**config.mk**
```make
export PLATFORM = sky130hd
export DESIGN_NAME = iter_mul_unit
export DESIGN_NICKNAME = d
export VERILOG_FILES = /design/src/rtl/iter_mul_unit_pkg.sv /design/src/rtl/iter_mul_unit.sv
export SDC_FILE = /design/constraint.sdc
export NUM_CORES = 1
export LEC_CHECK = 0
export CORE_MARGIN = 1
export CORE_UTILIZATION = 55
export CTS_CLUSTER_DIAMETER = 30
export DETAILED_ROUTE_END_ITERATION = 7
export PLACE_DENSITY = 0.78
export SLEW_MARGIN = 20
export SYNTH_ARGS = -nofsm -noshare
export SYNTH_HDL_FRONTEND = slang
export SYNTH_SLANG_ARGS = --single-unit
export TNS_END_PERCENT = 10
```
**constraint.sdc**
```tcl
create_clock -name clk -period 8.6 [get_ports clk]
set_input_delay 1.72 -clock clk [delete_from_list [all_inputs] [get_ports clk]]
set_output_delay 1.72 -clock clk [all_outputs]
set_load 0.05 [all_outputs]
```
**src/rtl/iter_mul_unit_pkg.sv**
```systemverilog
// ----------------------------------------------------------------------------
// iter_mul_unit_pkg
//   Shared encodings for the iterative multiplier used by the EX stage.
//   - Handshake levels for the EX <-> multiplier interface (start / ready).
//   - 2-bit FSM state encodings and the typed state enum built from them.
// ----------------------------------------------------------------------------
package iter_mul_unit_pkg;

    // EX-side request levels
    localparam logic MulStart = 1'b1;
    localparam logic MulStop  = 1'b0;

    // Multiplier-side completion levels
    localparam logic MulResultReady    = 1'b1;
    localparam logic MulResultNotReady = 1'b0;

    // State encodings
    localparam logic [1:0] MulIdle = 2'b00;
    localparam logic [1:0] MulBusy = 2'b01;
    localparam logic [1:0] MulDone = 2'b10;

    typedef enum logic [1:0] {
        StIdle = MulIdle,
        StBusy = MulBusy,
        StDone = MulDone
    } mul_state_e;

endpackage : iter_mul_unit_pkg

```
**src/rtl/iter_mul_unit.sv**
```systemverilog
// ----------------------------------------------------------------------------
// iter_mul_unit
//   Iterative radix-2 shift-add multiplier for MULT/MULTU. EX holds start_i
//   high and stalls until ready_o pulses, then takes result_o as {HI,LO}.
//   Signed operation is a magnitude multiply followed by a conditional
//   two's-complement negate of the 2*WIDTH-bit product.
//
// Parameters
//   WIDTH      operand width; the product is 2*WIDTH bits
//   ZERO_SKIP  1: a zero operand at accept completes after one cycle
//
// Ports
//   clk        clock, rising edge
//   rst        asynchronous active-high reset
//   mul_signed 1 = two's-complement operands, 0 = unsigned
//   ina, inb   multiplicand / multiplier, sampled only at accept
//   start_i    request, level-held by EX while stalled
//   annul_i    abort the current operation (flush)
//   result_o   product, updated only on entry to DONE
//   ready_o    one-cycle completion pulse (DONE state)
//   busy_o     high in BUSY or DONE
// ----------------------------------------------------------------------------
module iter_mul_unit
    import iter_mul_unit_pkg::*;
#(
    parameter int unsigned WIDTH     = 32,
    parameter bit          ZERO_SKIP = 1'b1
) (
    input  logic               clk,
    input  logic               rst,
    input  logic               mul_signed,
    input  logic [WIDTH-1:0]   ina,
    input  logic [WIDTH-1:0]   inb,
    input  logic               start_i,
    input  logic               annul_i,
    output logic [2*WIDTH-1:0] result_o,
    output logic               ready_o,
    output logic               busy_o
);

    localparam int unsigned ResW = 2 * WIDTH;
    localparam int unsigned CntW = $clog2(WIDTH) + 1;
    localparam logic [CntW-1:0] LastCnt = CntW'(WIDTH - 1);

    mul_state_e        state_q;
    logic [CntW-1:0]   count_q;
    logic [WIDTH-1:0]  mcand_q;
    logic [WIDTH-1:0]  mplr_q;
    logic [ResW-1:0]   acc_q;
    logic              neg_q;
    logic [ResW-1:0]   result_q;

    // Accept-time operand conditioning
    logic              ina_neg;
    logic              inb_neg;
    logic [WIDTH-1:0]  mag_a;
    logic [WIDTH-1:0]  mag_b;
    logic              neg_in;
    logic              zero_in;

    // One shift-add step and the sign-corrected final value
    logic [ResW-1:0]   addend;
    logic [ResW-1:0]   acc_step;
    logic [ResW-1:0]   acc_final;

    always_comb begin
        ina_neg = mul_signed & ina[WIDTH-1];
        inb_neg = mul_signed & inb[WIDTH-1];
        // Magnitude of the most negative value wraps back to itself, which is
        // the correct unsigned 2^(WIDTH-1).
        mag_a   = ina_neg ? (~ina + WIDTH'(1)) : ina;
        mag_b   = inb_neg ? (~inb + WIDTH'(1)) : inb;
        neg_in  = ina_neg ^ inb_neg;
        zero_in = (ina == '0) || (inb == '0);
    end

    always_comb begin
        addend    = mplr_q[0] ? ({{WIDTH{1'b0}}, mcand_q} << count_q) : '0;
        acc_step  = acc_q + addend;
        acc_final = neg_q ? (~acc_step + ResW'(1)) : acc_step;
    end

    always_ff @(posedge clk or posedge rst) begin
        if (rst) begin
            state_q  <= StIdle;
            count_q  <= '0;
            mcand_q  <= '0;
            mplr_q   <= '0;
            acc_q    <= '0;
            neg_q    <= 1'b0;
            result_q <= '0;
        end else begin
            unique case (state_q)
                StIdle: begin
                    // annul_i wins over a simultaneous start request
                    if ((start_i == MulStart) && !annul_i) begin
                        mcand_q <= mag_a;
                        mplr_q  <= mag_b;
                        neg_q   <= neg_in;
                        acc_q   <= '0;
                        count_q <= '0;
                        if (ZERO_SKIP && zero_in) begin
                            result_q <= '0;
                            state_q  <= StDone;
                        end else begin
                            state_q  <= StBusy;
                        end
                    end
                end

                StBusy: begin
                    if (annul_i) begin
                        state_q <= StIdle;
                    end else begin
                        acc_q   <= acc_step;
                        mplr_q  <= mplr_q >> 1;
                        count_q <= count_q + CntW'(1);
                        if (count_q == LastCnt) begin
                            result_q <= acc_final;
                            state_q  <= StDone;
                        end
                    end
                end

                // Always retire to IDLE: a start_i still held for the retiring
                // instruction must not be accepted a second time.
                StDone: begin
                    state_q <= StIdle;
                end

                default: begin
                    state_q <= StIdle;
                end
            endcase
        end
    end

    // Outputs decode directly from state flops; no input-to-output path.
    assign ready_o  = (state_q == StDone) ? MulResultReady : MulResultNotReady;
    assign busy_o   = (state_q == StBusy) || (state_q == StDone);
    assign result_o = result_q;

endmodule : iter_mul_unit

```
## Word level (Yosys, flattened, before mapping)

Cells that the tools add are included.

- $add $sub $neg: 5
- Shifts and indexed selects: 1
- Reductions and logical operators: 12
- Equal/unequal tests: 8
- Bitwise operators: 6
- Muxes and demuxes: 24

Operators by type and width:

| cell | number |
|---|---|
| $mux W64 | 8 |
| $pmux W64 S2 | 2 |
| $mux W32 | 4 |
| $add A32 B1 Y32 const B | 2 |
| $add A64 B1 Y64 const B | 1 |
| $add A64 B64 Y64 | 1 |
| $logic_not A32 Y1 | 2 |
| $not A32 Y32 | 2 |
| $not A64 Y64 | 1 |
| $pmux W32 S2 | 1 |
| $shl A32 B6 Y64 | 1 |
| $mux W6 | 2 |
| $pmux W6 S2 | 1 |
| $mux W2 | 4 |
| $ne A2 B2 Y1 const B | 4 |
| $add A6 B1 Y6 const B | 1 |
| $eq A6 B5 Y1 const B | 1 |
| $reduce_and A5 Y1 | 1 |
| $pmux W2 S2 | 1 |
| $reduce_and A2 Y1 | 2 |
| $ne A3 B3 Y1 const B | 1 |
| $reduce_and A3 Y1 | 1 |
| $and A1 B1 Y1 | 2 |
| $eq A2 B1 Y1 const B | 1 |
| other kinds (8) | 9 |

- Register bits after elaboration: 201
- Input bits: 69
- Output and inout bits: 66
- Logic and storage cells: 63

## Depth between registers and ports, before layout

- Depth after elaboration: 9
- Gate-level depth with buffers: 29
- Mapped depth without buffers: 24

## Worst setup path before layout

OpenSTA, ideal clock, no wires.

- Path kind: reg2reg
- Start point: register count_q[0]
- End point: register result_q[61] (netlist: result_o[61])
- Arrival: 6,990 ps
- Buffers on the path: 7
- Cell stages (with the launch flop): 27
- Library setup time: 132 ps
- Path slack: 1,478 ps
- Period minus slack after synthesis: 7,122 ps
- Required time: 8,468 ps
- Cells stage by stage: dfrtp_1 clkbuf_1 clkbuf_1 buf_1 clkbuf_1 mux2i_1 mux2i_1 mux2_2 o21ai_0 o21ai_0 and2_1 ha_1 clkbuf_1 nand4_1 nor2_1 nand3_1 o211ai_1 a211oi_2 xnor2_1 or3_1 or4_1 buf_2 or4b_1 buf_2 o41ai_1 xnor2_1 o21ai_1

- Word-level cells in the longest chain between the ends: 9
- Elaborated cells on any way between the ends: 12
- Classes of those cells: add/sub (2); eq/ne (2); shift (1); mux (5); bitwise (1); reduce/logical (1)

RTL lines:

| item | RTL line | RTL |
|---|---|---|
| start: declaration | iter_mul_unit.sv:46 | `logic [CntW-1:0] count_q;` |
| start signal: assignment | iter_mul_unit.sv:117 | `count_q <= count_q + CntW'(1);` |
| $shl A32 B6 Y64 | iter_mul_unit.sv:78 | `addend = mplr_q[0] ? ({{WIDTH{1'b0}}, mcand_q} << count_q) : '0;` |
| $mux W64 | iter_mul_unit.sv:78 |  |
| $add A64 B64 Y64 | iter_mul_unit.sv:79 | `acc_step = acc_q + addend;` |
| $not A64 Y64 | iter_mul_unit.sv:80 | `acc_final = neg_q ? (~acc_step + ResW'(1)) : acc_step;` |
| $add A64 B1 Y64 | iter_mul_unit.sv:80 |  |
| $mux W64 | iter_mul_unit.sv:80 |  |
| $mux W64 | iter_mul_unit.sv:118 | `if (count_q == LastCnt) begin` |
| $mux W64 | iter_mul_unit.sv:112 | `if (annul_i) begin` |
| $pmux W64 S2 | iter_mul_unit.sv:93 | `unique case (state_q)` |
| end signal: assignment | iter_mul_unit.sv:119 | `result_q <= acc_final;` |
| end: declaration | iter_mul_unit.sv:51 | `logic [ResW-1:0] result_q;` |

Several ways; a longest one is shown, not always the timed one. The select of a mux whose other input is x is not followed.
A chain may end at the register's enable or synchronous reset.

## Worst setup path in the final report

- Start point: register count_q[1]
- End point: register result_q[61] (netlist: result_o[61])

The elaborated chain is that of the path after synthesis.

==> impl_results.md <==
* Synthesized netlist net count at 2403
* Global-route wire length before repair at 91.8 mm
* Arrival time reported for the critical path endpoint at ~8000 ps
* Worst-case headroom to the max-slew limit at 34.8%
* Maximum number of pins on one net before global-route repair at 126
* Antenna violations before repair at 1
* Share of synthesized area occupied by flip-flops and latches at about 29%
* Number of clock sinks at between 200 and 250
* Static leakage power at 8.36 nW
* Final standard cell count with taps included and fillers excluded at ~2800
* Worst VDD drop at 205 uV
* Setup-violating endpoint count in the final report at 0
* Post-synthesis instance area at 0.0175 sq mm
* Total wirelength of the detailed-routed design at 58.5 mm
* Unrepaired setup endpoints after global routing: false
* Horizontal extent of the die at approximately 180 microns
* Post-DP Area at 0.0190 sq mm
* CORE AREA at about 0.031 sq mm
* Pwr dens at 348 mW/mm^2
* Warnings, synthesis at 0
* Max Fclk at 0.132 GHz
* Count of final max-slew check failures at 0
* Initial drt markers at about 1700
* Clock-pin slew on the worst setup and hold paths at 50 ps
* Overall track demand over capacity in global routing at 35.6%
* Worst clock skew at around 31 ps
* Final period util at between 80% and 90%
* Flip-flop and latch count after synthesis at 201
* Adder-cell share of the synthesized area at between 5 and 6%
* Count of different cell masters after synthesis at slightly below 90
* Syn Inst Count at 2263
* Status: complete, no violations
* Share of cell area taken by muxes after synthesis at 6.13%
* Final Hold Fails at 0
* Post-layout power at 7.23 mW
* Sort of element at the start of the critical path: register
* Count of max-cap constraint violations at 0
* Simple-gate share of the synthesized area at 21.9%
* Drc violations at 0
* Total Die Area at about 0.033 sq mm
* Total congestion overflow at 0
* Root buffer cell: sky130_fd_sc_hd__clkbuf_16
* Min Hold Slack at 471 ps
* Number of global-route vias before repair at 16600
* Worst setup EP type: register
* Number of H-tree branching levels at 2
* DR vias at 17600
* Length of the first detailed-routing pass in iterations at 6
* Final-stage net count at 2460
* Final antenna-violating net count at 0
* Port buffer count at 134
* Compound-Gate Fraction of Synth Area at approximately a quarter
* Async S/R FF share, synth at 100%
* Initial standard-cell utilization of the core at 55.7%
* CTS Buf Count at 48
* Clock insertion delay at the later pin of the skew report at about 560 ps
* Routed wirelength normalized by instance count at 21.2 microns
* TritonCTS clock tree: yes
* Area of all placed cells without fillers at just over 0.02 sq mm
* Max Fanout on Critical Path at 29
* Buffer depth of the longest clock path at 3
* Post-layout minimum cycle time at around 7600 ps
* Post-CTS Setup Repair Bufs at 0
* Share of cells above drive strength 1 at 8.27%
* Post-detailed-route via-to-cell ratio at 6.39
* Dpl cells at 2672
* Gpl congestion at slightly below 1
* Dpl hpwl at ~44 mm
* Post-synthesis xor/xnor area fraction at approximately 8.4%
* Ports placed on the boundary at 135
* Hold-fix buffers at CTS at 0
* Hold Path Class: reg2reg
* Antenna diode instance count at 0
* Number of inserted filler cells in the final layout at 2604
* EDFF count, synth at 0
* Vertical extent of the die at roughly 180 microns
* Slew of the pin with the lowest slew margin at 971 ps
* Crit path required time at 8990 ps
* Largest family of logic cells by synthesized area: compound AO/OA/AOI/OAI gates
* Synthesized area per cell at about 7.8 sq um
* Standard-cell row count at 65
* Synthesis-to-layout area growth at 18.3%
* WS Path Type: reg2reg
* Post-CTS Resized at 0
* Final setup TNS at 0 ps
* Most used DFF post-synth: sky130_fd_sc_hd__dfrtp_1
==> state kept, by name, indices dropped and copies added, names as in the netlist <==
name,cells
count_q,6
state_q,2
result_o,64
mcand_q,32
neg_q,1
acc_q,64
mplr_q,32
==> kinds of logic (layout without fill, tap and decap cells) <==
family	count (synthesis)	in the layout
compound gates	721	721
mux	83	83
xor+xnor	169	169
flops	201	201
buf+inv	198	294
simple gates	820	820
fa+ha+maj	71	71
==> cell type report <==
type / instances / area (sq um) / share of cell area, %
Timing Repair Buffer: 161 / 1560 / 7.50
Sequential cell: 201 / 5030 / 24.2
Inverter: 44 / 173 / 0.832
Clock inverter: 33 / 432 / 2.08
Clock buffer: 56 / 1280 / 6.19
Tap cell: 402 / 503 / 2.42
Multi-Input combinational cell: 1864 / 11800 / 56.7
==> metal layers <==
layer,global-route usage (%),share of wire (%)
met4,12.7,3.4
met3,4.26,8.1
met2,56.4,45
met1,50.2,44
met5,0,0
==> synth_stat cells (8+ instances only) <==
cell                       instances  area [sq um]
sky130_fd_sc_hd__a22o_1           18           158
sky130_fd_sc_hd__nor4_1           18           113
sky130_fd_sc_hd__or4_1            16           120
sky130_fd_sc_hd__and2_1           34           213
sky130_fd_sc_hd__a211oi_1         26           195
sky130_fd_sc_hd__mux4_2           18           405
sky130_fd_sc_hd__o21bai_1          9          67.6
sky130_fd_sc_hd__o22ai_1          46           288
sky130_fd_sc_hd__buf_1            17          63.8
sky130_fd_sc_hd__xor2_1           91           797
sky130_fd_sc_hd__o21ai_1          20           100
sky130_fd_sc_hd__o211ai_1         11          82.6
sky130_fd_sc_hd__o21a_1            8          60.1
sky130_fd_sc_hd__dfrtp_1         201          5030
sky130_fd_sc_hd__nor2_1          163           612
sky130_fd_sc_hd__mux2_2           16           180
sky130_fd_sc_hd__clkbuf_1        120           450
sky130_fd_sc_hd__ha_1             70           876
sky130_fd_sc_hd__nor3_1           39           195
sky130_fd_sc_hd__nor2b_1          29           181
sky130_fd_sc_hd__a21oi_1         157           786
sky130_fd_sc_hd__o31ai_1          45           338
sky130_fd_sc_hd__o41ai_1          11          96.3
sky130_fd_sc_hd__xnor2_1          78           683
sky130_fd_sc_hd__or3_1            16           100
sky130_fd_sc_hd__mux2i_1          49           490
sky130_fd_sc_hd__nand2b_1         24           150
sky130_fd_sc_hd__or2_2             9          56.3
sky130_fd_sc_hd__nand3_1          29           145
sky130_fd_sc_hd__nand2_1         366          1370
sky130_fd_sc_hd__nand4_1          38           238
sky130_fd_sc_hd__a22oi_1          17           128
sky130_fd_sc_hd__a31oi_1          11          68.8
sky130_fd_sc_hd__a21o_1           11          82.6
sky130_fd_sc_hd__buf_2            12          60.1
sky130_fd_sc_hd__o21ai_0         269          1350
sky130_fd_sc_hd__inv_1            43           161
==> critical path, stage by stage (launching register included) <==
cell                       delay (ps)
sky130_fd_sc_hd__dfrtp_1          970
sky130_fd_sc_hd__buf_4            350
sky130_fd_sc_hd__mux4_2           340
sky130_fd_sc_hd__mux2_2           300
sky130_fd_sc_hd__o21ai_0          360
sky130_fd_sc_hd__o21ai_0          180
sky130_fd_sc_hd__and2_1           220
sky130_fd_sc_hd__ha_1             480
sky130_fd_sc_hd__nand4_1          180
sky130_fd_sc_hd__nor2_1           430
sky130_fd_sc_hd__nand3_1          130
sky130_fd_sc_hd__o211ai_1         450
sky130_fd_sc_hd__a211oi_2         160
sky130_fd_sc_hd__xnor2_1          220
sky130_fd_sc_hd__or3_1            430
sky130_fd_sc_hd__or4_1            690
sky130_fd_sc_hd__or4b_1           810
sky130_fd_sc_hd__o41ai_1          450
sky130_fd_sc_hd__xnor2_1          160
sky130_fd_sc_hd__o21ai_1           70
==> placed cells by master, fill, tap and decap left out, types with 26 or more instances in the layout <==
cell,count
sky130_fd_sc_hd__and2_1,34
sky130_fd_sc_hd__clkdlybuf4s50_1,134
sky130_fd_sc_hd__xor2_1,91
sky130_fd_sc_hd__o31ai_1,45
sky130_fd_sc_hd__clkbuf_16,50
sky130_fd_sc_hd__nor3_1,39
sky130_fd_sc_hd__a211oi_1,26
sky130_fd_sc_hd__a21oi_1,157
sky130_fd_sc_hd__xnor2_1,78
sky130_fd_sc_hd__dfrtp_1,199
sky130_fd_sc_hd__nand2_1,365
sky130_fd_sc_hd__ha_1,69
sky130_fd_sc_hd__o21ai_0,269
sky130_fd_sc_hd__inv_1,42
sky130_fd_sc_hd__nand4_1,38
sky130_fd_sc_hd__nand3_1,28
sky130_fd_sc_hd__nor2b_1,28
sky130_fd_sc_hd__buf_4,26
sky130_fd_sc_hd__nor2_1,161
sky130_fd_sc_hd__mux2i_1,49
sky130_fd_sc_hd__o22ai_1,46
==> final timing paths <==
| path | startpoint | end | slack [ps] | cells past startpoint |
|---|---|---|---|---|
| min | result_o[9] | result_o[9] | 470 | 2 |
| min in group asynchronous | rst | mcand_q[4] | 1730 | 2 |
| min reg2reg | result_o[9] | result_o[9] | 470 | 2 |
| max in group asynchronous | rst | neg_q | 5160 | 3 |
| max reg2reg | count_q[1] | result_o[61] | 1030 | 19 |
| max | count_q[1] | result_o[61] | 1030 | 19 |
==> metrics by stage <==
| step | util (%) | worst slack, ps |
|---|---|---|
| 5_1_grt | 65.9 | 522 |
| 3_3_place_gp | 60.5 | 1270 |
| 2_1_floorplan | - | 1400 |
| 3_5_place_dp | 60.5 | 1170 |
| 6_report | 65.9 | 1030 |
| 4_1_cts | 65.9 | 1150 |
==> power breakdown <==
group	internal, mW	switching, mW
sequential	1.26	0.282
combinational	1.33	2.44
clock	1.29	0.618
total	3.88	3.34
No activity file was read; power rests on OpenSTA's default activity.
